<file path="src/rtl/pong_match_ctrl.sv">
// Game-level sequencer for the paddle/ball game: conditions the display and button
// inputs, runs the match FSM and drives run enable, ball reset, speed and scores.
module pong_match_ctrl #(
  parameter int unsigned WIN_SCORE      = 5,
  parameter int unsigned SERVE_FRAMES   = 60,
  parameter int unsigned POINT_FRAMES   = 90,
  parameter int unsigned SPEED_MIN      = 1,
  parameter int unsigned SPEED_MAX      = 4,
  parameter int unsigned SPEEDUP_FRAMES = 120
) (
  input  logic       sys_clk,
  input  logic       sys_rst_n,
  input  logic       vs,
  input  logic       lose1,
  input  logic       lose2,
  input  logic       start,
  input  logic       pause,
  output logic       game_run,
  output logic       ball_reset,
  output logic       serve_dir,
  output logic [3:0] speed,
  output logic [3:0] score1,
  output logic [3:0] score2,
  output logic [1:0] winner,
  output logic [2:0] state
);

  localparam int unsigned CNT_W   = 8;
  localparam int unsigned SCORE_W = 4;
  localparam int unsigned SPEED_W = 4;
  localparam int unsigned SYNC_W  = 5;

  typedef enum logic [2:0] {
    IDLE  = 3'd0,
    SERVE = 3'd1,
    PLAY  = 3'd2,
    POINT = 3'd3,
    PAUSE = 3'd4,
    OVER  = 3'd5
  } state_t;

  state_t               state_q, state_d;
  logic [SYNC_W-1:0]    sync1, sync2, sync_prev;
  logic                 frame_tick, lose1_r, lose2_r, start_r, pause_r;
  logic [CNT_W-1:0]     frame_cnt, frame_cnt_d, spd_cnt, spd_cnt_d;
  logic                 game_run_d, ball_reset_d, serve_dir_d;
  logic [SPEED_W-1:0]   speed_d;
  logic [SCORE_W-1:0]   score1_d, score2_d;
  logic [1:0]           winner_d;
  logic                 s1_inc, s2_inc, s1_win, s2_win, serve_done, point_done;

  // Two-flop synchroniser followed by a registered edge detector per input
  always_ff @(posedge sys_clk or negedge sys_rst_n) begin
    if (!sys_rst_n) begin
      sync1      <= '0;
      sync2      <= '0;
      sync_prev  <= '0;
      frame_tick <= 1'b0;
      lose1_r    <= 1'b0;
      lose2_r    <= 1'b0;
      start_r    <= 1'b0;
      pause_r    <= 1'b0;
    end else begin
      sync1      <= {vs, lose1, lose2, start, pause};
      sync2      <= sync1;
      sync_prev  <= sync2;
      frame_tick <= sync_prev[4] & ~sync2[4];
      lose1_r    <= sync2[3] & ~sync_prev[3];
      lose2_r    <= sync2[2] & ~sync_prev[2];
      start_r    <= sync2[1] & ~sync_prev[1];
      pause_r    <= sync2[0] & ~sync_prev[0];
    end
  end

  // A simultaneous miss by both players scores nothing
  assign s1_inc     = lose2_r & ~lose1_r;
  assign s2_inc     = lose1_r & ~lose2_r;
  assign s1_win     = s1_inc && (score1 == SCORE_W'(WIN_SCORE - 1));
  assign s2_win     = s2_inc && (score2 == SCORE_W'(WIN_SCORE - 1));
  assign serve_done = frame_tick && (frame_cnt == CNT_W'(SERVE_FRAMES - 1));
  assign point_done = frame_tick && (frame_cnt == CNT_W'(POINT_FRAMES - 1));

  always_ff @(posedge sys_clk or negedge sys_rst_n) begin
    if (!sys_rst_n) state_q <= IDLE;
    else            state_q <= state_d;
  end

  always_comb begin
    state_d = state_q;
    case (state_q)
      IDLE:  if (start_r) state_d = SERVE;
      SERVE: if (serve_done) state_d = PLAY;
      PLAY: begin
        if (lose1_r || lose2_r) state_d = (s1_win || s2_win) ? OVER : POINT;
        else if (pause_r)       state_d = PAUSE;
      end
      PAUSE: if (pause_r) state_d = PLAY;
      POINT: if (point_done) state_d = SERVE;
      OVER:  if (start_r) state_d = IDLE;
      default: state_d = IDLE;
    endcase
  end

  always_comb begin
    game_run_d   = (state_d == PLAY);
    ball_reset_d = 1'b0;
    serve_dir_d  = serve_dir;
    speed_d      = speed;
    score1_d     = score1;
    score2_d     = score2;
    winner_d     = winner;
    spd_cnt_d    = '0;
    case (state_q)
      IDLE: begin
        serve_dir_d  = 1'b0;
        speed_d      = SPEED_W'(SPEED_MIN);
        score1_d     = '0;
        score2_d     = '0;
        winner_d     = 2'b00;
        ball_reset_d = start_r;
      end
      PLAY: begin
        spd_cnt_d = spd_cnt;
        if (frame_tick) begin
          if (spd_cnt == CNT_W'(SPEEDUP_FRAMES - 1)) begin
            spd_cnt_d = '0;
            if (speed < SPEED_W'(SPEED_MAX)) speed_d = speed + SPEED_W'(1);
          end else begin
            spd_cnt_d = spd_cnt + CNT_W'(1);
          end
        end
        if (s1_inc) begin
          score1_d    = score1 + SCORE_W'(1);
          serve_dir_d = 1'b0;
          if (s1_win) winner_d = 2'b01;
        end
        if (s2_inc) begin
          score2_d    = score2 + SCORE_W'(1);
          serve_dir_d = 1'b1;
          if (s2_win) winner_d = 2'b10;
        end
      end
      PAUSE: spd_cnt_d = spd_cnt;
      POINT: begin
        if (point_done) begin
          ball_reset_d = 1'b1;
          speed_d      = SPEED_W'(SPEED_MIN);
        end
      end
      OVER: begin
        if (start_r) begin
          serve_dir_d = 1'b0;
          speed_d     = SPEED_W'(SPEED_MIN);
          score1_d    = '0;
          score2_d    = '0;
          winner_d    = 2'b00;
        end
      end
      default: ;
    endcase
    // Frame count restarts on every state change and stalls while paused
    if (state_d != state_q)                   frame_cnt_d = '0;
    else if (frame_tick && state_q != PAUSE)  frame_cnt_d = frame_cnt + CNT_W'(1);
    else                                      frame_cnt_d = frame_cnt;
  end

  always_ff @(posedge sys_clk or negedge sys_rst_n) begin
    if (!sys_rst_n) begin
      game_run   <= 1'b0;
      ball_reset <= 1'b0;
      serve_dir  <= 1'b0;
      speed      <= SPEED_W'(SPEED_MIN);
      score1     <= '0;
      score2     <= '0;
      winner     <= 2'b00;
      frame_cnt  <= '0;
      spd_cnt    <= '0;
    end else begin
      game_run   <= game_run_d;
      ball_reset <= ball_reset_d;
      serve_dir  <= serve_dir_d;
      speed      <= speed_d;
      score1     <= score1_d;
      score2     <= score2_d;
      winner     <= winner_d;
      frame_cnt  <= frame_cnt_d;
      spd_cnt    <= spd_cnt_d;
    end
  end

  assign state = state_q;

endmodule

</file>
<file path="config.mk">
export PLATFORM = sky130hd
export DESIGN_NAME = pong_match_ctrl
export DESIGN_NICKNAME = d
export VERILOG_FILES = /design/src/rtl/pong_match_ctrl.sv
export SDC_FILE = /design/constraint.sdc
export NUM_CORES = 1
export LEC_CHECK = 0
export BUFFER_PORTS_ARGS = -buffer_cell sky130_fd_sc_hd__buf_4
export CAP_MARGIN = 20
export CORE_MARGIN = 2
export CORE_UTILIZATION = 58
export CTS_CLUSTER_DIAMETER = 150
export DETAILED_ROUTE_END_ITERATION = 16
export PLACE_DENSITY = 0.86
export SKIP_LAST_GASP = 1
export SYNTH_ARGS = -nofsm -noshare
export SYNTH_HDL_FRONTEND = slang
export SYNTH_SLANG_ARGS = --single-unit
export TNS_END_PERCENT = 5
</file>
<file path="constraint.sdc">
create_clock -name sys_clk -period 2.3 [get_ports sys_clk]
set_input_delay 0.46 -clock sys_clk [delete_from_list [all_inputs] [get_ports sys_clk]]
set_output_delay 0.46 -clock sys_clk [all_outputs]
set_load 0.02 [all_outputs]
</file>
Word level (Yosys, flattened, before mapping)
Cells that the tools add are included.
{"block": "word_totals", "ff_bits": 56, "latch_bits": 0, "mem_bits_rw": 0, "mem_bits_ro": 0, "input_bits": 7, "output_inout_bits": 20, "elab_cells": 114, "n_memories": 0}
{"block": "op_classes", "addsub": 5, "mul": 0, "div_mod_pow": 0, "order_cmp": 1, "eq_ne": 21, "shifts": 0, "n_mux": 37, "bitwise_logic": 15, "reduce_logical": 17}
{"op": "$mux W4", "n": 8}
{"op": "$mux W8", "n": 4}
{"op": "$mux W3", "n": 8}
{"op": "$pmux W4 S3", "n": 2}
{"op": "$pmux W3 S6", "n": 1}
{"op": "$add A8 B1 Y8 const B", "n": 2}
{"op": "$eq A8 B7 Y1 const B", "n": 2}
{"op": "$pmux W4 S4", "n": 1}
{"op": "$pmux W8 S2", "n": 1}
{"op": "$ne A2 B2 Y1 const B", "n": 7}
{"op": "$add A4 B1 Y4 const B", "n": 3}
{"op": "$mux W2", "n": 5}
{"op": "$eq A3 B2 Y1 const B", "n": 3}
{"op": "$reduce_and A3 Y1", "n": 3}
{"op": "$eq A4 B3 Y1 const B", "n": 2}
{"op": "$eq A8 B6 Y1 const B", "n": 1}
{"op": "$not A1 Y1", "n": 8}
{"op": "$and A1 B1 Y1", "n": 7}
{"op": "$eq A3 B3 Y1 const B", "n": 2}
{"op": "$ne A3 B3 Y1 const B", "n": 2}
{"op": "$pmux W2 S3", "n": 1}
{"op": "$reduce_and A6 Y1", "n": 1}
{"op": "$logic_and A1 B1 Y1", "n": 5}
{"op": "$lt A4 B3 Y1 const B", "n": 1}
{"op": "other kinds (11)", "n": 16}

Longest topological paths before layout
Gate-level depths: netlist (run 1).
{"block": "logic_depth", "ltp_word": 9, "depth_mapped": 7, "mapped_depth_nobuf": 6}

Worst setup path after synthesis (run 1)
OpenSTA, ideal clock, no wires.
{"block": "synth_path", "path_type": "register -> register", "start": "reg score1[0]", "end": "reg frame_cnt[0]", "setup_time_ns": 0.101, "arrival_ns": 1.779, "t_required_ns": 2.199, "path_slack_ns": 0.420, "stages_incl_launch_ff": 7, "path_buffers": 0, "period_less_slack_ns": 1.880, "path_cell_list": "dfrtp_1 inv_1 ha_1 and4b_1 o311ai_2 nand4_2 nor4_1"}
{"block": "synth_between", "elab_chain_cells": 8, "word_cells_on_any_way": 9, "cone_classes": "eq/ne (2); mux (4); reduce/logical (3)"}
{"element": "from (decl)", "line_no": "22", "text": "output logic [3:0] score1,"}
{"element": "from (signal assigned)", "line_no": "183", "text": "score1 <= score1_d;"}
{"element": "$eq A4 B3 Y1 (*)", "line_no": "78", "text": "assign s1_win = s1_inc && (score1 == SCORE_W'(WIN_SCORE - 1));"}
{"element": "$logic_and A1 B1 Y1 (*)", "line_no": "78"}
{"element": "$logic_or A1 B1 Y1 (*)", "line_no": "94", "text": "if (lose1_r || lose2_r) state_d = (s1_win || s2_win) ? OVER : POINT;"}
{"element": "$mux W3 (*) (2 in series)", "line_no": "94"}
{"element": "$pmux W3 S6 (*)", "line_no": "90", "text": "case (state_q)"}
{"element": "$ne A3 B3 Y1 (*)", "line_no": "162", "text": "if (state_d != state_q) frame_cnt_d = '0;"}
{"element": "$mux W8 or $reduce_bool A2 Y1 (tied branches)"}
{"element": "to (signal assigned)", "line_no": "186", "text": "frame_cnt <= frame_cnt_d;"}
{"element": "to (decl)", "line_no": "45", "text": "logic [CNT_W-1:0] frame_cnt, frame_cnt_d, spd_cnt, spd_cnt_d;"}
Mark *: on every way between the ends. The rest lies on a longest branch, timed or not.
A chain may end at the register's enable or synchronous reset.

Worst setup path after layout (run 1)
{"block": "layout_path", "start": "reg lose1_r", "end": "reg frame_cnt[2]"}
{"block": "layout_between", "elab_chain_cells": 9, "word_cells_on_any_way": 13, "cone_classes": "eq/ne (1); mux (4); bitwise (3); reduce/logical (5)"}
{"element": "from (decl)", "line_no": "44", "text": "logic frame_tick, lose1_r, lose2_r, start_r, pause_r;"}
{"element": "from (signal assigned)", "line_no": "68", "text": "lose1_r <= sync2[3] & ~sync_prev[3];"}
{"element": "$not A1 Y1", "line_no": "76", "text": "assign s1_inc = lose2_r & ~lose1_r;"}
{"element": "$and A1 B1 Y1", "line_no": "76"}
{"element": "$logic_and A1 B1 Y1", "line_no": "78"}
{"element": "$logic_or A1 B1 Y1", "line_no": "94"}
{"element": "$mux W3", "line_no": "94"}
{"element": "$mux W3 (*)", "line_no": "94"}
{"element": "$pmux W3 S6 (*)", "line_no": "90"}
{"element": "$ne A3 B3 Y1 (*)", "line_no": "162"}
{"element": "$mux W8 or $reduce_bool A2 Y1 (tied branches)"}
Marks and branches as above.

==> impl_metrics.ini, run 1 <==
[yosys]
syn_avg_cell_area_um2 = 10.7
synth-edff-count = 0
synth-seq-cells = 56
synth.most_common_cell = dfrtp_1
synth_top_cell_area_share = 0.507
synthTopCellsByArea = dfrtp_1 (51%), ha_1 (5.1%), nand2_1 (3.2%)
yosysUniqueCellTypes = 53
ys_seq_area_frac = 0.516
yosys_warnings = 0
syn_inst = 253
yosysTopAreaCell = dfrtp_1
synthFlopType = dfrtp_1
async_flop_share = 1.00
syn_area_mm2 = 0.00272
synth_nets = 271
synthTopCellsByCount = dfrtp_1 (55), nand2_1 (23), inv_1 (15), o21ai_0 (15), nand3_1 (12)

[power]
max-vdd-ir-drop_mv = 0.455
cellPowerDensity_mw_per_mm2 = 614
p_leak_nw = 1.33

[sta]
tns_ps = 0
rsz0062_at_grt = no
whs_ps = 143
finalSetupViolations = 0
final_max_slew_viol_count = 0
fin_ws_ps = 249
finalCritPeriodShare = 0.892
fin_crit_ps = 2050
skew_ps = 19.1
relSlewSlack = 0.565
hold_violations = 0
fmax_ghz = 0.488
tightest_slew_ps = 652

[floorplan]
core_area_mm2 = 0.00444
chipWidth_um = 72.4
die_h_um = 72.4
dieArea_mm2 = 0.00525
rows = 24
start_util = 0.611
ios = 27

[clocking]
tritoncts = done
h-tree-depth = 2
cts.sinks = 56
cts_buffer_depth = 2
cts_setup_buffers = 0
clkLatencyLatePin_ps = 320
clockRootBuffer = clkbuf_8
postCtsHoldBufs = 0
post_cts_resized = 0
cts.clk_slew.worst_paths_ps = 110
numCtsBuffers = 5

[layout]
nets = 301
fin_area_mm2 = 0.00307
n_fill_cell = 332
drive_gt1_frac = 0.183
syn_to_final_growth_pct = 12.9
diodes = 0

[routing]
drt-pass1-iter-count = 4
routed.top_layer = met4
vias = 2042
wl_per_cell_um = 14.8
drc_errors = 0
wl_um = 4970
via_per_inst = 6.08
drt_iter0_markers = 153
drtAntennaViolNets = 0
drt-met1-wl_um = 2290
dr_wl_met3_um = 275
met2_length_um = 2330

[hold_path]
min_path_type = input port to async pin

[global_routing]
antenna_found_initial = 0
grt_first_pass_wirelength_um = 8760
grt_pass1_vias = 1928
grt_max_degree = 57
grt_overflow = 0
track_usage = 0.214

[placed_design]
io_buffers = 26
dp_hpwl_um = 3550
dp_slack_ps = 296
postPlaceCellArea_mm2 = 0.00297
gp_congestion = 0.859

[critical_path]
startpoint_type = register
critPathKind = register to register
cp_max_fo = 8
end_kind = register
required_ps = 2510
critPathArrivalTime_ps = 2260
r2r-start = lose1_r
startpoint = lose1_r

[status]
status = complete, no violations

[job]
max-cap-violations = 0
-- placed cells by master (no fill, tap or decap), drive strengths merged, types with 3 or more instances in the layout --
cell type  netlist  layout
dfrtp           55      55
clkbuf           2       5
nand3           12      12
o21ai           16      16
and2             3       3
inv             15      18
xnor2            8       8
nor2             7       7
o22ai            6       6
nor3             7       7
nand2b           3       3
a32o             3       3
nand4            7       7
a31oi            3       3
a21oi           11      11
and4b            5       5
a211oi           4       4
nor3b            4       4
nand2           23      23
nor2b            9       9
buf              5      30
nor4             8       8
ha              11      11
-- metrics by stage --
| step | instances | utilization | total power, mW |
|---|---|---|---|
| floorplan | 253 | - | 1.25 |
| global placement | 328 | 0.668 | 1.31 |
| detailed placement | 328 | 0.668 | 1.33 |
| CTS | 336 | 0.690 | 1.90 |
| global route | 336 | 0.690 | 1.97 |
| finish | 336 | 0.690 | 1.88 |
-- registers in the layout, indices dropped and copies added (netlist names) --
signal      count
serve_dir       1
frame_tick      1
ball_reset      1
pause_r         1
winner          2
score1          4
state           3
score2          4
spd_cnt         8
sync1           5
sync_prev       5
lose1_r         1
frame_cnt       8
speed           4
sync2           5
lose2_r         1
game_run        1
start_r         1
-- cells by family after synthesis --
kind of cell / after synthesis / share of synthesized area
adders and majority gates: 11 / 0.0507
and+or+nand+nor: 101 / 0.223
DFF: 56 / 0.516
buffers and inverters: 22 / 0.0345
xor gates and xnor gates: 8 / 0.0258
AOI/OAI and AO/OA: 52 / 0.138
muxes: 3 / 0.0115
-- layout make-up --
cell class	count	area, um2	share of cell area
clock buffer	5	68.8	0.0224
clock inverter	3	28.8	0.00938
inverter	15	56.3	0.0184
multi-input combinational	175	1220	0.398
sequential	56	1400	0.457
tap	52	65.1	0.0212
timing repair buffer	30	225	0.0734
-- path summary, 6_finish.rpt --
path | end | slack, ps | cells past startpoint
worst min register to register | sync2[3] | 360 | 0
max in group asynchronous | frame_cnt[7] | 1690 | 1
min in group sys_clk | sync1[1] | 250 | 1
worst max-delay path | frame_cnt[2] | 250 | 6
worst max register to register | frame_cnt[2] | 250 | 6
worst min-delay path | serve_dir | 140 | 1
-- report_power, final --
part           leakage (nW)  internal (mW)  switching [mW]
combinational         0.551         0.0939          0.0993
clock                0.0511          0.230           0.342
sequential            0.725           1.05          0.0706
-- worst max-delay path, stage by stage (launching register included) --
cell and delay (ps):
dfrtp_1 370, inv_1 70, ha_1 280, and4b_1 280, o311ai_2 320, nand4_2 280, nor4_1 350
-- layer usage --
| metal | track usage | vias up |
|---|---|---|
| met5 | 0 | - |
| met4 | 0.0844 | 0 |
| met3 | 0.0472 | 6 |
| met2 | 0.327 | 63 |
| met1 | 0.299 | 988 |
| li1 | - | 985 |
Power figures use the tool's default switching activity.
==> run 2, diff against run 1 <==
Settings changed: REMOVE_ABC_BUFFERS set to 1.
==> run 2 against run 1 <==
  * Clock skew is 14 ps lower
  * First-iteration DRC count is 42% lower
  * Setup slack better by 8.3 ps
  * Clock-buffer cell count stayed put
==> impl_metrics.ini, run 2 (same netlist as run 1, synthesis figures left out) <==
[routing]
wl_um = 5120
wl_per_cell_um = 15.2
vias = 2039
drc_errors = 0
via_per_inst = 6.07
drt_iter0_markers = 89
drtAntennaViolNets = 0
drt-pass1-iter-count = 4

[global_routing]
grt_max_degree = 57
grt_first_pass_wirelength_um = 8700
track_usage = 0.214
grt_pass1_vias = 1888
grt_overflow = 0
antenna_found_initial = 0

[clocking]
cts_buffer_depth = 2
clockRootBuffer = clkbuf_8
post_cts_resized = 0
h-tree-depth = 2
numCtsBuffers = 5
cts_setup_buffers = 0
cts.sinks = 56
postCtsHoldBufs = 0
tritoncts = done
cts.clk_slew.worst_paths_ps = 110
clkLatencyLatePin_ps = 320

[placed_design]
gp_congestion = 0.866
dp_hpwl_um = 3700
dp_slack_ps = 310
io_buffers = 26

[sta]
final_max_slew_viol_count = 0
fmax_ghz = 0.490
finalCritPeriodShare = 0.888
tns_ps = 0
fin_crit_ps = 2040
fin_ws_ps = 258
skew_ps = 5.60
relSlewSlack = 0.556
tightest_slew_ps = 666
rsz0062_at_grt = no
finalSetupViolations = 0
hold_violations = 0

[critical_path]
startpoint_type = register
r2r-start = lose1_r
critPathKind = register to register
rr_worst_depth = 6
worst-path-buf-inv = 1
required_ps = 2520
crit_slowest_cell = dfrtp_1
r2r_end = frame_cnt[6]
critPathArrivalTime_ps = 2260
r2r_setup_slack_ps = 260
slowest_delay_ps = 370
end_kind = register
path_cells = inv_1, ha_1, and4b_1, o311ai_2, nand4_2, nor4_1
cp_max_fo = 8
crit_family = simple AND/OR/NAND/NOR gates

[layout]
reg.largest.list = frame_cnt: 8 flops, spd_cnt: 8 flops
seq_area_mm2 = 0.00140
final_common_cell = dfrtp_1
multi_input_area_mm2 = 0.00122
syn_to_final_growth_pct = 12.9
diodes = 0
drive_gt1_frac = 0.183
n_fill_cell = 338
nets = 301
layout_common_cells = dfrtp_1 (55), buf_4 (30), nand2_1 (23)

[power]
max-vdd-ir-drop_mv = 0.488
power_mw = 1.89
p_leak_nw = 1.33
cellPowerDensity_mw_per_mm2 = 616

[floorplan]
chipWidth_um = 72.4
core_area_mm2 = 0.00444
start_util = 0.611
ios = 27
die_h_um = 72.4
rows = 24
dieArea_mm2 = 0.00525

[job]
max-cap-violations = 0

[hold_path]
min_path_type = input port to async pin

[status]
status = complete, no violations
[run 2: cell counts in the layout (fill, tap and decap cells not counted)]
Identical to the previous run, type by type.
[run 2: layout make-up]
class                      instances  area share
clock buffer                       5      0.0224
clock inverter                     3     0.00938
inverter                          15      0.0184
multi-input combinational        175       0.398
sequential                        56       0.457
tap                               52      0.0212
timing repair buffer              30      0.0734
[run 2: through the flow]
| stage | utilization | cells | area, um2 | hold slack, ps |
|---|---|---|---|---|
| after floorplan | - | 246 | 2680 | 164 |
| after global placement | 0.668 | 328 | 2970 | 331 |
| after detailed placement | 0.668 | 328 | 2970 | 337 |
| after CTS | 0.690 | 336 | 3070 | 186 |
| after global routing | 0.690 | 336 | 3070 | 209 |
| final | 0.690 | 336 | 3070 | 164 |
[run 2: worst max path at each step]
stage	startpoint	endpoint	cells after the start
2_1_floorplan	state[1]	frame_cnt[0]	4
3_3_place_gp	lose1_r	frame_cnt[0]	6
3_5_place_dp	lose1_r	frame_cnt[6]	6
4_1_cts	lose1_r	frame_cnt[6]	6
5_1_grt	lose1_r	frame_cnt[4]	6
6_report	lose1_r	frame_cnt[6]	6
[run 2: where the power goes]
part,leakage (nW),total [mW],internal [mW],switching (mW)
Combinational,0.549,0.193,0.0938,0.0995
Sequential,0.725,1.11,1.05,0.0669
Clock,0.0511,0.581,0.231,0.350
[run 2: layer usage]
layer | track usage | share of wire | vias to the layer above
met4 | 0.0700 | 0.014 | 0
met1 | 0.294 | 0.47 | 998
met2 | 0.347 | 0.48 | 54
li1 | - | - | 979
met3 | 0.0417 | 0.038 | 8
met5 | 0 | 0 | -
